===== config.mk =====
export PLATFORM = sky130hd
export DESIGN_NAME = pulpemu_rst_ctrl
export DESIGN_NICKNAME = d
export VERILOG_FILES = /design/src/rtl/pulpemu_rst_pkg.sv /design/src/rtl/pulpemu_rst_debounce.sv /design/src/rtl/pulpemu_rst_ctrl.sv
export SDC_FILE = /design/constraint.sdc
export NUM_CORES = 1
export LEC_CHECK = 0
export CORE_AREA = 2 2 56 58
export DETAILED_ROUTE_END_ITERATION = 8
export DIE_AREA = 0 0 58 60
export PLACE_DENSITY = 0.78
export SETUP_SLACK_MARGIN = 0.15
export SLEW_MARGIN = 20
export SYNTH_ARGS = -nofsm -noshare
export SYNTH_HDL_FRONTEND = slang
export SYNTH_SLANG_ARGS = --single-unit

===== constraint.sdc =====
create_clock -name clk_i -period 1.54 [get_ports clk_i]
set_clock_uncertainty 0.1 [all_clocks]
set_input_delay 0.308 -clock clk_i [delete_from_list [all_inputs] [get_ports clk_i]]
set_output_delay 0.308 -clock clk_i [all_outputs]
set_load 0.01 [all_outputs]

===== src/rtl/pulpemu_rst_pkg.sv =====
// Shared types and helpers for the emulation-top reset controller.
package pulpemu_rst_pkg;

  typedef enum logic [1:0] {
    ST_ASSERT,
    ST_STRETCH,
    ST_RELEASE,
    ST_RUN
  } rst_state_e;

  // Width of a counter that must hold values 0..max_val (never narrower than 1 bit).
  function automatic int unsigned cnt_width(input int unsigned max_val);
    return (max_val < 1) ? 1 : $clog2(max_val + 1);
  endfunction

endpackage


===== src/rtl/pulpemu_rst_debounce.sv =====
// One reset source: 2-FF synchroniser, polarity normalisation and a
// consecutive-sample debounce filter. req_o is active-high.
module pulpemu_rst_debounce
  import pulpemu_rst_pkg::*;
#(
  parameter bit          ACTIVE_HIGH     = 1'b1,
  parameter int unsigned DEBOUNCE_CYCLES = 16
) (
  input  logic clk_i,
  input  logic rst_ni,
  input  logic req_i,
  output logic req_o
);

  localparam int unsigned CW       = cnt_width(DEBOUNCE_CYCLES - 1);
  localparam logic [CW-1:0] CNT_LAST = CW'(DEBOUNCE_CYCLES - 1);
  localparam logic [CW-1:0] CNT_ONE  = CW'(1);
  // Synchroniser powers up at the asserted level so no spurious edge is seen.
  localparam logic [1:0]  SYNC_RST = ACTIVE_HIGH ? 2'b11 : 2'b00;

  logic [1:0]    sync;
  logic          sample;
  logic [CW-1:0] cnt;

  assign sample = ACTIVE_HIGH ? sync[1] : ~sync[1];

  always_ff @(posedge clk_i) begin
    if (!rst_ni) begin
      sync  <= SYNC_RST;
      req_o <= 1'b1;
      cnt   <= '0;
    end else begin
      // NOTE: non-blocking assignments keep the two flops as a real 2-stage chain.
      sync <= {sync[0], req_i};
      if (sample == req_o) begin
        cnt <= '0;
      end else if (cnt == CNT_LAST) begin
        req_o <= sample;
        cnt   <= '0;
      end else begin
        cnt <= cnt + CNT_ONE;
      end
    end
  end

endmodule


===== src/rtl/pulpemu_rst_ctrl.sv =====
// Reset controller for the FPGA emulation top: filtered reset sources,
// stretched request, ordered release of N_STAGES resets, sticky cause record.
module pulpemu_rst_ctrl
  import pulpemu_rst_pkg::*;
#(
  parameter int unsigned      N_SRC            = 2,
  parameter logic [N_SRC-1:0] SRC_ACTIVE_HIGH  = 2'b01,
  parameter int unsigned      N_STAGES         = 2,
  parameter int unsigned      DEBOUNCE_CYCLES  = 16,
  parameter int unsigned      STRETCH_CYCLES   = 64,
  parameter int unsigned      STAGE_GAP_CYCLES = 16
) (
  input  logic                clk_i,
  input  logic                rst_ni,
  input  logic [N_SRC-1:0]    rst_req_i,
  input  logic                sw_rst_req_i,
  input  logic                cause_clr_i,
  output logic [N_STAGES-1:0] rst_no,
  output logic [N_SRC:0]      rst_cause_o,
  output logic                busy_o
);

  localparam int unsigned CNT_MAX = (STRETCH_CYCLES > STAGE_GAP_CYCLES) ?
                                    STRETCH_CYCLES - 1 : STAGE_GAP_CYCLES - 1;
  localparam int unsigned CW = cnt_width(CNT_MAX);
  localparam int unsigned KW = cnt_width(N_STAGES - 1);

  localparam logic [CW-1:0] STRETCH_LAST = CW'(STRETCH_CYCLES - 1);
  localparam logic [CW-1:0] GAP_LAST     = CW'(STAGE_GAP_CYCLES - 1);
  localparam logic [CW-1:0] CNT_ONE      = CW'(1);
  localparam logic [KW-1:0] K_LAST       = KW'(N_STAGES - 1);
  localparam logic [KW-1:0] K_ONE        = KW'(1);

  logic [N_SRC-1:0] filt;
  logic [N_SRC:0]   req_vec;
  logic             any_req;
  logic             capture;
  logic             booted;
  rst_state_e       state;
  logic [CW-1:0]    cnt;
  logic [KW-1:0]    k;
  logic [KW-1:0]    k_next;

  for (genvar i = 0; i < N_SRC; i++) begin : g_src
    pulpemu_rst_debounce #(
      .ACTIVE_HIGH    (SRC_ACTIVE_HIGH[i]),
      .DEBOUNCE_CYCLES(DEBOUNCE_CYCLES)
    ) u_debounce (
      .clk_i (clk_i),
      .rst_ni(rst_ni),
      .req_i (rst_req_i[i]),
      .req_o (filt[i])
    );
  end

  assign req_vec = {sw_rst_req_i, filt};
  assign any_req = |req_vec;
  assign k_next  = k + K_ONE;
  // The power-on ASSERT episode is not a cause; once the block has left
  // ASSERT, requests held during later ASSERT episodes keep accumulating.
  assign capture = any_req && ((state != ST_ASSERT) || booted);

  always_ff @(posedge clk_i) begin
    if (!rst_ni) begin
      state       <= ST_ASSERT;
      cnt         <= '0;
      k           <= '0;
      rst_no      <= '0;
      busy_o      <= 1'b1;
      rst_cause_o <= '0;
      booted      <= 1'b0;
    end else begin
      // A clear coinciding with a capture keeps only the newly captured bits.
      if (cause_clr_i) begin
        rst_cause_o <= capture ? req_vec : '0;
      end else if (capture) begin
        rst_cause_o <= rst_cause_o | req_vec;
      end

      if (state != ST_ASSERT) booted <= 1'b1;

      if (any_req) begin
        state  <= ST_ASSERT;
        cnt    <= '0;
        k      <= '0;
        rst_no <= '0;
        busy_o <= 1'b1;
      end else begin
        case (state)
          ST_ASSERT: begin
            state <= ST_STRETCH;
            cnt   <= '0;
          end
          ST_STRETCH: begin
            if (cnt == STRETCH_LAST) begin
              cnt <= '0;
              k   <= '0;
              if (N_STAGES == 1) begin
                state  <= ST_RUN;
                rst_no <= '1;
                busy_o <= 1'b0;
              end else begin
                state  <= ST_RELEASE;
                rst_no <= N_STAGES'(1);
              end
            end else begin
              cnt <= cnt + CNT_ONE;
            end
          end
          ST_RELEASE: begin
            if (cnt == GAP_LAST) begin
              cnt            <= '0;
              k              <= k_next;
              rst_no[k_next] <= 1'b1;
              if (k_next == K_LAST) begin
                state  <= ST_RUN;
                busy_o <= 1'b0;
              end
            end else begin
              cnt <= cnt + CNT_ONE;
            end
          end
          ST_RUN: state <= ST_RUN;
        endcase
      end
    end
  end

endmodule


==> run metrics, run 1 <==
Fillers 222; post-synthesis cell count 151; final WL 3.203 mm; Internal 1.135 mW; Max-slew headroom 79.72%; NumNets Final 199; Max Cap Viol 0; post-synth top area share 44.24%; leakage power 0.7260 nW; Die H 60 µm; Synth area leaders dfxtp_1, ha_1, a21oi_1; Final Cell Area 0.001944 mm²; worst hold path class input pin to flip-flop; syn_nets 165; Slew Limit Fails 0; Clock Power Share 44.8%; Bufs on Longest Clock Path 2; GPL Wtd Cong 0.8482; Unique masters post-synth 36; post-synth top area cell dfxtp_1; Initial Util 46.77%; sequential share of power 53.3%; Pre-antenna DRT Iters 4; drt drc 0; final setup TNS -0.01543 ns; Post-Syn Area 0.001358 mm²; worst slew pin tran 0.3042 ns; Port Buf Inserts 11; Syn. warnings 0; Worst-Skew Late Latency 0.36 ns; root buffer selected by CTS clkbuf_4; P&R area growth vs syn 43.23%; 1st-iter DRT viols 56; Max Freq 642.9 MHz; worst hold stages 2; r2r startpoint state[0]; TritonCTS clock tree built; Combinational Power Share 1.9%; Yosys reg bits 30; Total GRT Usage 20.37%; hold_sp sw_rst_req_i; Worst setup EP type flip-flop; crit path max fanout 4; sequential share of the synthesized area 44.24%; Psw 0.3303 mW; maximum VDD drop 0.8027 mV; H-tree depth 2; number of global-route vias before repair 1176; Vias/cell 5.566; placed cell areas 0.001675 mm²; RSZ-0062 raised after global routing yes; core area 0.002903 mm²; CTS Buf Count 5; GRT Residual Overflow 0; IO Count 12; WP data arrival 1.75 ns; min Tclk post-route 1.555 ns; period utilisation layout 101.0%; share of post-route cells with drive strength above 1 40.32%; Reg2Reg Setup Slack -0.02 ns; first-pass GRT wire length 5.202 mm; Hold Violations, Final 0; initial antenna violation count 0; Hold Path End rst_cause_o[2]; largest net degree at the start of global routing 14; cells on worst reg2reg path 5; CP startpoint kind flip-flop; Antenna Violating Nets Remaining 0; Rows 20; reg2reg end cnt[2]; die area 0.003480 mm²; clk sinks 30; failing checks setup timing; Clock Pin Slew Worst Setup and Hold Paths 0.11 ns; Sw Ratio 22.54%; CP Class flip-flop to flip-flop; Die Wd 58 µm; Avg Synthesized Cell Area 8.990 µm²; # diodes 0; WL/cell 14.63 µm; Critical Path RT 1.73 ns; final setup fails 1; total number of vias 1219; outcome complete, but fails checks; worst setup margin -0.01543 ns; Pwr Density 753.7 mW/mm²; dpl hpwl 2.136 mm
[cell type report]
type | instances | area, µm² | share of cell area, %
clock buffers | 5 | 37.54 | 1.931
clock inverters | 3 | 45.04 | 2.317
inverters | 7 | 31.28 | 1.609
multi-input cells | 106 | 885.9 | 45.56
flip-flops and latches | 30 | 614.3 | 31.60
well taps | 33 | 41.29 | 2.124
repair buffers | 35 | 289.0 | 14.86
[power groups by stage]
stage	clock network, mW	registers (mW)	logic, mW
final	0.656	0.781	0.0281
after global routing	0.711	0.782	0.0311
after CTS	0.660	0.781	0.0284
after detailed placement	0	0.803	0.0301
after global placement	0	0.802	0.0286
after floorplan	0	0.802	0.0125
[metrics by stage]
stage | instances | total power, mW | setup WS [ns] | util [%] | hold WS (ns)
finish | 219 | 1.465 | -0.01543 | 66.98 | 0.2368
global route | 219 | 1.524 | -0.04982 | 66.98 | 0.2563
CTS | 217 | 1.470 | -0.003391 | 64.01 | 0.2145
detailed placement | 207 | 0.8327 | -0.3991 | 57.72 | 0.3045
global placement | 207 | 0.8310 | -0.3096 | 57.72 | 0.2975
floorplan | 151 | 0.8145 | 0.03296 | - | 0.2863
[how the worst max path moves through the flow]
stage	depth (start not counted)	from	slack [ns]	end
finish	5	state[0]	-0.02	cnt[2]
global route	4	g_src[0].u_debounce.req_o	-0.05	cnt[3]
CTS	5	state[0]	-0.003	cnt[2]
detailed placement	5	sw_rst_req_i	-0.40	k
global placement	5	sw_rst_req_i	-0.31	k
floorplan	5	state[0]	0.03	cnt[2]
[worst max-delay path, stage by stage (launching register included)]
cell     delay [ns]
dfxtp_4        0.41
inv_4          0.05
ha_4           0.28
o21ai_4        0.06
or4b_1         0.46
a21oi_1        0.13
[repair_timing]
item | 4_1_cts | 5_1_grt
pin swaps | 9 | 8
endpoints found under the setup margin | 18 | 18
hold buffers | 0 | 0
resized for setup | 35 | 29
setup buffers | 2 | 2
[cells in the mapped netlist]
cell type / count
inv_1: 7
and2_1: 2
a22o_1: 3
a31o_2: 1
o21ai_1: 3
o21a_1: 1
nand2b_1: 3
clkbuf_1: 4
a21o_1: 3
buf_2: 4
and4b_1: 1
mux2i_1: 1
and3_1: 3
a21oi_1: 12
xnor2_1: 1
nand2_1: 8
xor2_1: 5
and4_1: 1
nor2b_1: 3
o211ai_1: 1
o2111ai_1: 2
nor4_1: 3
nor2_1: 14
nor3_1: 2
nand3b_1: 1
ha_1: 8
a21boi_0: 1
dfxtp_1: 30
a41oi_1: 2
nor4_2: 1
nor3b_1: 1
o21ai_0: 2
or4b_1: 2
nand3_1: 11
nand4_1: 3
a211oi_2: 1
[cells by family (layout without fill, tap and decap cells)]
logic type / count (synthesis) / in the layout / synth area share (%)
xor+xnor: 6 / 6 / 3.871
flops: 30 / 30 / 44.24
mux: 1 / 1 / 0.7374
buf+inv: 15 / 50 / 4.516
compound gates: 32 / 32 / 15.67
simple gates: 59 / 59 / 23.60
fa+ha+maj: 8 / 8 / 7.374
[registers in the layout, indices dropped and copies added, names as in the netlist, 2 cells and up]
register / cells
rst_no: 2
g_src.u_debounce.cnt: 8
cnt: 6
rst_cause_o: 3
g_src.u_debounce.req_o: 2
state: 2
g_src.u_debounce.sync: 4
[per-layer routing]
| metal | vias to the layer above | GRT usage [%] | wire, µm |
|---|---|---|---|
| li1 | 602 | - | - |
| met1 | 578 | 21.02 | 1260 |
| met2 | 32 | 37.18 | 1723 |
| met3 | 7 | 7.359 | 148 |
| met4 | 0 | 8.638 | 71 |
| met5 | - | 0 | 0 |
[layout by cell type, fill, tap and decap left out, drive strengths merged, types with 2 or more instances in the layout]
cell	Yosys	final
a21o	3	3
a21oi	12	12
a22o	3	3
a41oi	2	2
and2	2	2
and3	3	3
buf	4	24
clkbuf	4	10
clkdlybuf4s50	0	3
clkinvlp	0	2
dfxtp	30	30
dlygate4sd2	0	2
ha	8	8
inv	7	7
nand2	8	8
nand2b	3	3
nand3	11	11
nand4	3	3
nor2	14	14
nor2b	3	3
nor3	2	2
nor4	4	4
o2111ai	2	2
o21ai	5	5
or4b	2	2
xor2	5	5
Note: power is estimated with default switching activity, not from simulation.
==> run 2, diff against run 1 <==
CAP_MARGIN = 20   (was unset)
REMOVE_ABC_BUFFERS = 1   (was unset)
==> run 2 against run 1 <==
  * The run still ends with setup timing left
  * Critical endpoint is now cnt[3]
  * Register-to-register slack worse by 0.05 ns
  * Wire length is 34% higher
  * Global-route usage is 5.5 points higher
  * Core utilization is 5.7 points higher
  * Cell area is 8.5% higher
  * Via count is 13% higher
  * Sequential power hardly changed
  * Total power is 5.0% lower
  * Count of clock-buffer cells in the layout is 3 higher
  * Worst setup slack worse by 0.045 ns
  * Largest power group unchanged
==> run metrics, run 2 (synthesis gave the netlist of run 1 again) <==
Rows 20 (unchanged); Fillers 181 (-18%); Worst setup EP type flip-flop; Buffers & Inverters on Critical Path 0 (-1); Clock Pin Slew Worst Setup and Hold Paths 0.10 ns (about the same); dpl cells 218 (+5.3%); worst setup margin -0.06064 ns (-0.04521 ns); P&R area growth vs syn 55.39%; Antenna Violating Nets Remaining 0 (unchanged); Die H 60 µm (unchanged); Post-Layout Cell Count 233 (+6.4%); root buffer selected by CTS clkbuf_4; Biggest register g_src.u_debounce.cnt; leakage power 0.8077 nW (+11%); Final Util 72.67% (+5.7 points); Bufs on Longest Clock Path 2 (unchanged); IO Count 12 (unchanged); NumNets Final 213 (+7.0%); worst hold path class input pin to flip-flop; min Tclk post-route 1.601 ns (+0.04520 ns); initial antenna violation count 0 (unchanged); Hold Violations, Final 0 (unchanged); maximum VDD drop 0.8169 mV (+1.8%); Final Cell Area 0.002110 mm² (+8.5%); share of post-route cells with drive strength above 1 45.50% (+5.2 points); Worst-Skew Late Latency 0.34 ns (-0.02 ns); total number of vias 1375 (+13%); Port Buf Inserts 11 (unchanged); top flop regs g_src.u_debounce.cnt x8, cnt x6, g_src.u_debounce.sync x4; Pwr Density 660.2 mW/mm² (-12%); commonest non-fill, non-tap cell in the layout buf_4; drt drc 0 (unchanged); Total GRT Usage 25.84% (+5.5 points); CP Class flip-flop to flip-flop; Max-slew headroom 78.40% (-1.3 points); dpl hpwl 2.275 mm (+6.5%); die area 0.003480 mm² (unchanged); WL/cell 18.40 µm (+26%); slowest stage cell, crit path or4b_4; failing checks setup timing; slowest stage delay, CP 0.58 ns (+0.12 ns); 1st-iter DRT viols 70 (+25%); WP data arrival 1.77 ns (+0.02 ns); final setup fails 6 (+5); period utilisation layout 103.9% (+2.9 points); # diodes 0 (unchanged); CTS Buf Count 5 (unchanged); placed cell areas 0.001707 mm² (+1.9%); outcome complete, but fails checks; worst slew pin tran 0.3236 ns (+0.01942 ns); Max Freq 624.8 MHz (-2.8%); number of global-route vias before repair 1425 (+21%); final setup TNS -0.1821 ns (-0.1666 ns); crit path cell chain or4b_4 > nor4_4 > o2111ai_1 > o21ai_1; GPL Wtd Cong 0.8768 (+3.4%); TritonCTS clock tree built; crit path max fanout 6 (+2); Pre-antenna DRT Iters 4 (unchanged); Die Wd 58 µm (unchanged); max reg flops 8 (unchanged); first-pass GRT wire length 6.534 mm (+26%); GRT Residual Overflow 0 (unchanged); largest net degree at the start of global routing 13 (-1); most frequent cells in the layout buf_4, dfxtp_1, nor2_1; Critical Path RT 1.70 ns (-0.03 ns); Vias/cell 5.901 (+6.0%); Crit path max-delay family simple AND/OR/NAND/NOR gates; RSZ-0062 raised after global routing yes; CP startpoint kind flip-flop; Initial Util 46.77% (unchanged); Slew Limit Fails 0 (unchanged); Max Cap Viol 0 (unchanged); core area 0.002903 mm² (unchanged); clk sinks 30 (unchanged); H-tree depth 2 (unchanged); final WL 4.288 mm (+34%)
==> run 2: final timing paths <==
kind                                               endpoint  depth (start not counted)                        start  slack (ns)
worst max register to register                       cnt[3]                          4    g_src[0].u_debounce.req_o       -0.06
worst min-delay path                         rst_cause_o[2]                          2                 sw_rst_req_i        0.25
worst max-delay path                                 cnt[3]                          4    g_src[0].u_debounce.req_o       -0.06
worst min register to register  g_src[0].u_debounce.sync[1]                          1  g_src[0].u_debounce.sync[0]        0.35
==> run 2: stage by stage <==
step / power (mW) / hold WS, ns / setup slack, ns
after global routing: 1.446 / 0.2366 / -0.1045
after global placement: 0.8307 / 0.2892 / -0.4067
after floorplan: 0.8118 / 0.2699 / -0.1403
after detailed placement: 0.8327 / 0.3081 / -0.4696
final: 1.393 / 0.2493 / -0.06064
after CTS: 1.409 / 0.2400 / 0.003795
==> run 2: worst reg2reg max path: stages (launching register included) <==
cell and delay [ns]:
dfxtp_2 0.34, or4b_4 0.59, nor4_4 0.27, o2111ai_1 0.13
o21ai_1 0.10
==> run 2: metal layers <==
metal	part of all wire (%)	wire, µm	global-route usage, %
met1	39	1671	26.34
met2	51	2183	46.27
met3	5.9	254	7.359
met4	4.2	179	16.61
met5	0	0	0
==> run 2: timing repair <==
action | CTS | global route
hold endpoints to repair | 0 | 0
pin swaps | 17 | 9
endpoints found under the setup margin | 18 | 18
gates cloned | 0 | 0
gates resized for setup | 54 | 29
hold buffers | 0 | 0
buffers inserted | 6 | 1
==> run 2: layout make-up <==
type | instances | area, µm² | share of cell area [%]
inverters | 7 | 33.78 | 1.601
multi-input cells | 106 | 914.6 | 43.36
repair buffers | 49 | 425.4 | 20.17
clock buffers | 8 | 78.83 | 3.737
flip-flops and latches | 30 | 615.6 | 29.18
well taps | 33 | 41.29 | 1.957
==> run 2: where the power goes <==
group,total (mW),internal (mW),switching [mW],leakage [nW]
combinational,0.0288,0.0170,0.0118,0.518
sequential,0.781,0.778,0.00342,0.245
clock,0.583,0.312,0.271,0.0446
total,1.39,1.11,0.286,0.808
==> run 3, diff against run 2 <==
GPL_TIMING_DRIVEN = 0   (was unset)
PLACE_DENSITY = 0.8   (was 0.78)
SYNTH_HIERARCHICAL = 1   (was unset)
==> run 3 against run 2 <==
  * The flow still finishes with violations (setup timing)
  * Fmax is 6.4% lower
  * Via count is 3.5% lower
  * Cell area is 1.2% lower
  * Worst setup slack got worse by 0.11 ns
  * Wire length down 1.4%
  * Synthesized cell count is 2.6% lower
  * Register-to-register slack worse by 0.11 ns
  * Clock power increased by 8.6%
  * Combinational power grew 3%
  * Total power up 3.2%
  * Area after synthesis up 2.5%
  * Sequential cell count unchanged
  * Largest cell class unchanged
==> run metrics, run 3 <==
outcome complete, but fails checks; failing checks setup timing; dpl cells 187 (-14%); total number of vias 1327 (-3.5%); min Tclk post-route 1.709 ns (+0.1086 ns); H-tree depth 2 (unchanged); Die H 60 µm (unchanged); uppermost layer routed met4; post-synth top area share 43.17% (-1.1 points); core area 0.002903 mm² (unchanged); Avg Synthesized Cell Area 9.465 µm² (+5.3%); sequential share of power 53.9% (-2.2 points); worst setup margin -0.1692 ns (-0.1086 ns); root buffer selected by CTS clkbuf_4; Crit path max-delay family flip-flops; 1st-iter DRT viols 63 (-10%); max reg flops 8 (unchanged); register area 625.6 µm² (+1.6%); Vias/cell 5.951 (+0.84%); Pwr Density 689.7 mW/mm² (+4.5%); worst hold path class flip-flop to flip-flop; commonest non-fill, non-tap cell in the layout dfxtp_1; Post-Syn Area 0.001391 mm² (+2.5%); Post-Layout Cell Count 223 (-4.3%); CP Class flip-flop to flip-flop; GRT Residual Overflow 0 (unchanged); number of global-route vias before repair 1335 (-6.3%); Clock Pin Slew Worst Setup and Hold Paths 0.09 ns (about the same); Biggest register g_src.u_debounce/cnt; NumNets Final 203 (-4.7%); Max Freq 585.1 MHz (-6.4%); final setup fails 9 (+3); die area 0.003480 mm² (unchanged); Unique masters post-synth 39 (+8.3%); Slew Limit Fails 0 (unchanged); Worst Setup EP state[0]; post-synthesis cell count 147 (-2.6%); drt drc 0 (unchanged); Sw Ratio 21.77% (+1.2 points); met2 wire length 2.063 mm (-5.5%); top_reg_cell synth dfxtp_1; slowest stage cell, crit path dfxtp_4; # diodes 0 (unchanged); dpl hpwl 1.763 mm (-23%); Total GRT Usage 24.30% (-1.5 points); first-pass GRT wire length 6.182 mm (-5.4%); IO Count 12 (unchanged); Buffers & Inverters on Critical Path 2 (+2); metal3 WL 272 µm (+7.1%); Synth area leaders dfxtp_1, ha_1, nand3_1; Die Wd 58 µm (unchanged); slowest stage delay, CP 0.37 ns (-0.21 ns); cells on worst reg2reg path 6 (+2); largest net degree at the start of global routing 15 (+2); Critical Path RT 1.67 ns (-0.03 ns); P&R area growth vs syn 49.73%; r2r startpoint state[1]; most frequent cells in the layout dfxtp_1, buf_4, nor2_1; crit path cell chain inv_4 > ha_4 > buf_4 > nor3_4 > o21ba_4 > mux2_4; Final Util 71.77% (-0.91 points); Max-slew headroom 71.95% (-6.5 points); Pre-antenna DRT Iters 4 (unchanged); Combinational Power Share 2.1% (about the same); placed cell areas 0.001516 mm² (-11%); Bufs on Longest Clock Path 2 (unchanged); clk sinks 30 (unchanged); period utilisation layout 111.0% (+7.1 points); final WL 4.229 mm (-1.4%); reg2reg end state[0]; Psw 0.3128 mW (+9.3%); share of post-route cells with drive strength above 1 43.16% (-2.3 points); Final Cell Area 0.002083 mm² (-1.2%); Hold Violations, Final 0 (unchanged); Worst setup EP type flip-flop; cell count along the critical path 6 (+2); GPL Wtd Cong 0.8460 (-3.5%); top post-synthesis cells by count dfxtp_1, nor2_1, nand3_1; CP startpoint state[1]; Syn. warnings 6 (+6); top-count cell post-synth dfxtp_1; post-synth top area cell dfxtp_1; Fillers 186 (+2.8%); Clock Power Share 44.1% (+2.3 points); maximum VDD drop 0.6769 mV (-17%); Max Cap Viol 0 (unchanged); Multi-input gate area 937.1 µm² (+2.5%); Post-synth EDFFs 0 (unchanged); crit path max fanout 5 (-1); CTS Buf Count 5 (unchanged); Internal 1.124 mW (+1.6%); Initial Util 47.93% (+1.2 points); Met1 Wirelength 1.621 mm (-3.0%); worst slew pin tran 0.4190 ns (+0.09542 ns); Async SR Flop Fraction 0% (unchanged); Yosys reg bits 30 (unchanged); TritonCTS clock tree built; Port Buf Inserts 11 (unchanged); sequential share of the synthesized area 43.17% (-1.1 points); WL/cell 18.96 µm (+3.0%); leakage power 0.7760 nW (-3.9%); top flop regs g_src.u_debounce/cnt x8, cnt x6, g_src.u_debounce/sync x4; Rows 20 (unchanged); Reg2Reg Setup Slack -0.17 ns (-0.11 ns); RSZ-0062 raised after global routing yes; WP data arrival 1.84 ns (+0.07 ns); CP startpoint kind flip-flop; initial antenna violation count 0 (unchanged); Worst-Skew Late Latency 0.35 ns (about the same); Antenna Violating Nets Remaining 0 (unchanged)
[run 3: cell types whose count changed after synthesis, moves of 3 or more]
cell,before,now
nand4_1,3,0
o21ai_0,2,8
a21oi_1,12,8
o21ai_1,3,0
buf_2,4,0
a21o_1,3,0
[run 3: how the worst min path moves through the flow]
| stage | start | to | slack, ns | depth (start not counted) |
|---|---|---|---|---|
| 5_1_grt | g_src[0].u_debounce/sync[0] | g_src[0].u_debounce/sync[1] | 0.35 | 1 |
| 3_5_place_dp | g_src[0].u_debounce/sync[0] | g_src[0].u_debounce/sync[1] | 0.29 | 1 |
| 6_report | g_src[0].u_debounce/sync[0] | g_src[0].u_debounce/sync[1] | 0.31 | 1 |
| 2_1_floorplan | rst_ni | g_src[0].u_debounce/req_o | 0.27 | 1 |
| 3_3_place_gp | g_src[0].u_debounce/sync[0] | g_src[0].u_debounce/sync[1] | 0.29 | 1 |
| 4_1_cts | g_src[0].u_debounce/sync[0] | g_src[0].u_debounce/sync[1] | 0.32 | 1 |
[run 3: stage by stage]
step	hold slack [ns]	setup WS, ns	TNS, ns	total power, mW
4_1_cts	0.3167	-0.07844	-0.1469	1.436
3_5_place_dp	0.2937	-0.6875	-7.261	0.8322
6_report	0.3127	-0.1692	-0.7224	1.437
2_1_floorplan	0.2699	-0.2309	-0.5720	0.8124
5_1_grt	0.3517	-0.1976	-1.355	1.486
3_3_place_gp	0.2907	-0.6395	-6.735	0.8304
[run 3: kinds of logic (layout without fill, tap and decap cells)]
| group | after synthesis | count (layout) | share of synthesized area [%] |
|---|---|---|---|
| simple gates | 55 | 55 | 22.21 |
| compound gates | 31 | 31 | 15.29 |
| flops | 30 | 30 | 43.17 |
| buf+inv | 12 | 55 | 4.047 |
| fa+ha+maj | 8 | 8 | 7.195 |
| xor+xnor | 6 | 6 | 3.777 |
| mux | 5 | 5 | 4.317 |
[run 3: power by group through the flow]
stage | clock, mW | combinational, mW | sequential, mW
final | 0.633 | 0.0297 | 0.774
after global routing | 0.678 | 0.0328 | 0.775
after CTS | 0.630 | 0.0296 | 0.776
after detailed placement | 0 | 0.0294 | 0.803
after global placement | 0 | 0.0282 | 0.802
after floorplan | 0 | 0.0104 | 0.802
[run 3: final cells by class]
class	instances	share of cell area, %
multi-input combinational	105	44.98
sequential	30	30.03
inverter	8	1.982
clock inverter	3	1.922
clock buffer	5	1.802
tap	33	1.982
timing repair buffer	39	17.30
[run 3: what timing repair did]
action / in CTS / in global routing
gates resized for setup: 69 / 16
setup buffers: 20 / 8
hold buffers: 0 / 0
pin swaps: 22 / 6
endpoints found under the setup margin: 21 / 18
[run 3: layer usage]
metal / GRT usage (%) / vias up
met4: 17.61 / 0
met2: 40.26 / 79
met3: 7.792 / 25
met1: 26.10 / 615
met5: 0 / -
li1: - / 608
[run 3: worst register-to-register path: stages (launching register included)]
cell	delay, ns
dfxtp_4	0.37
inv_4	0.05
ha_4	0.17
buf_4	0.16
nor3_4	0.25
o21ba_4	0.21
mux2_4	0.30
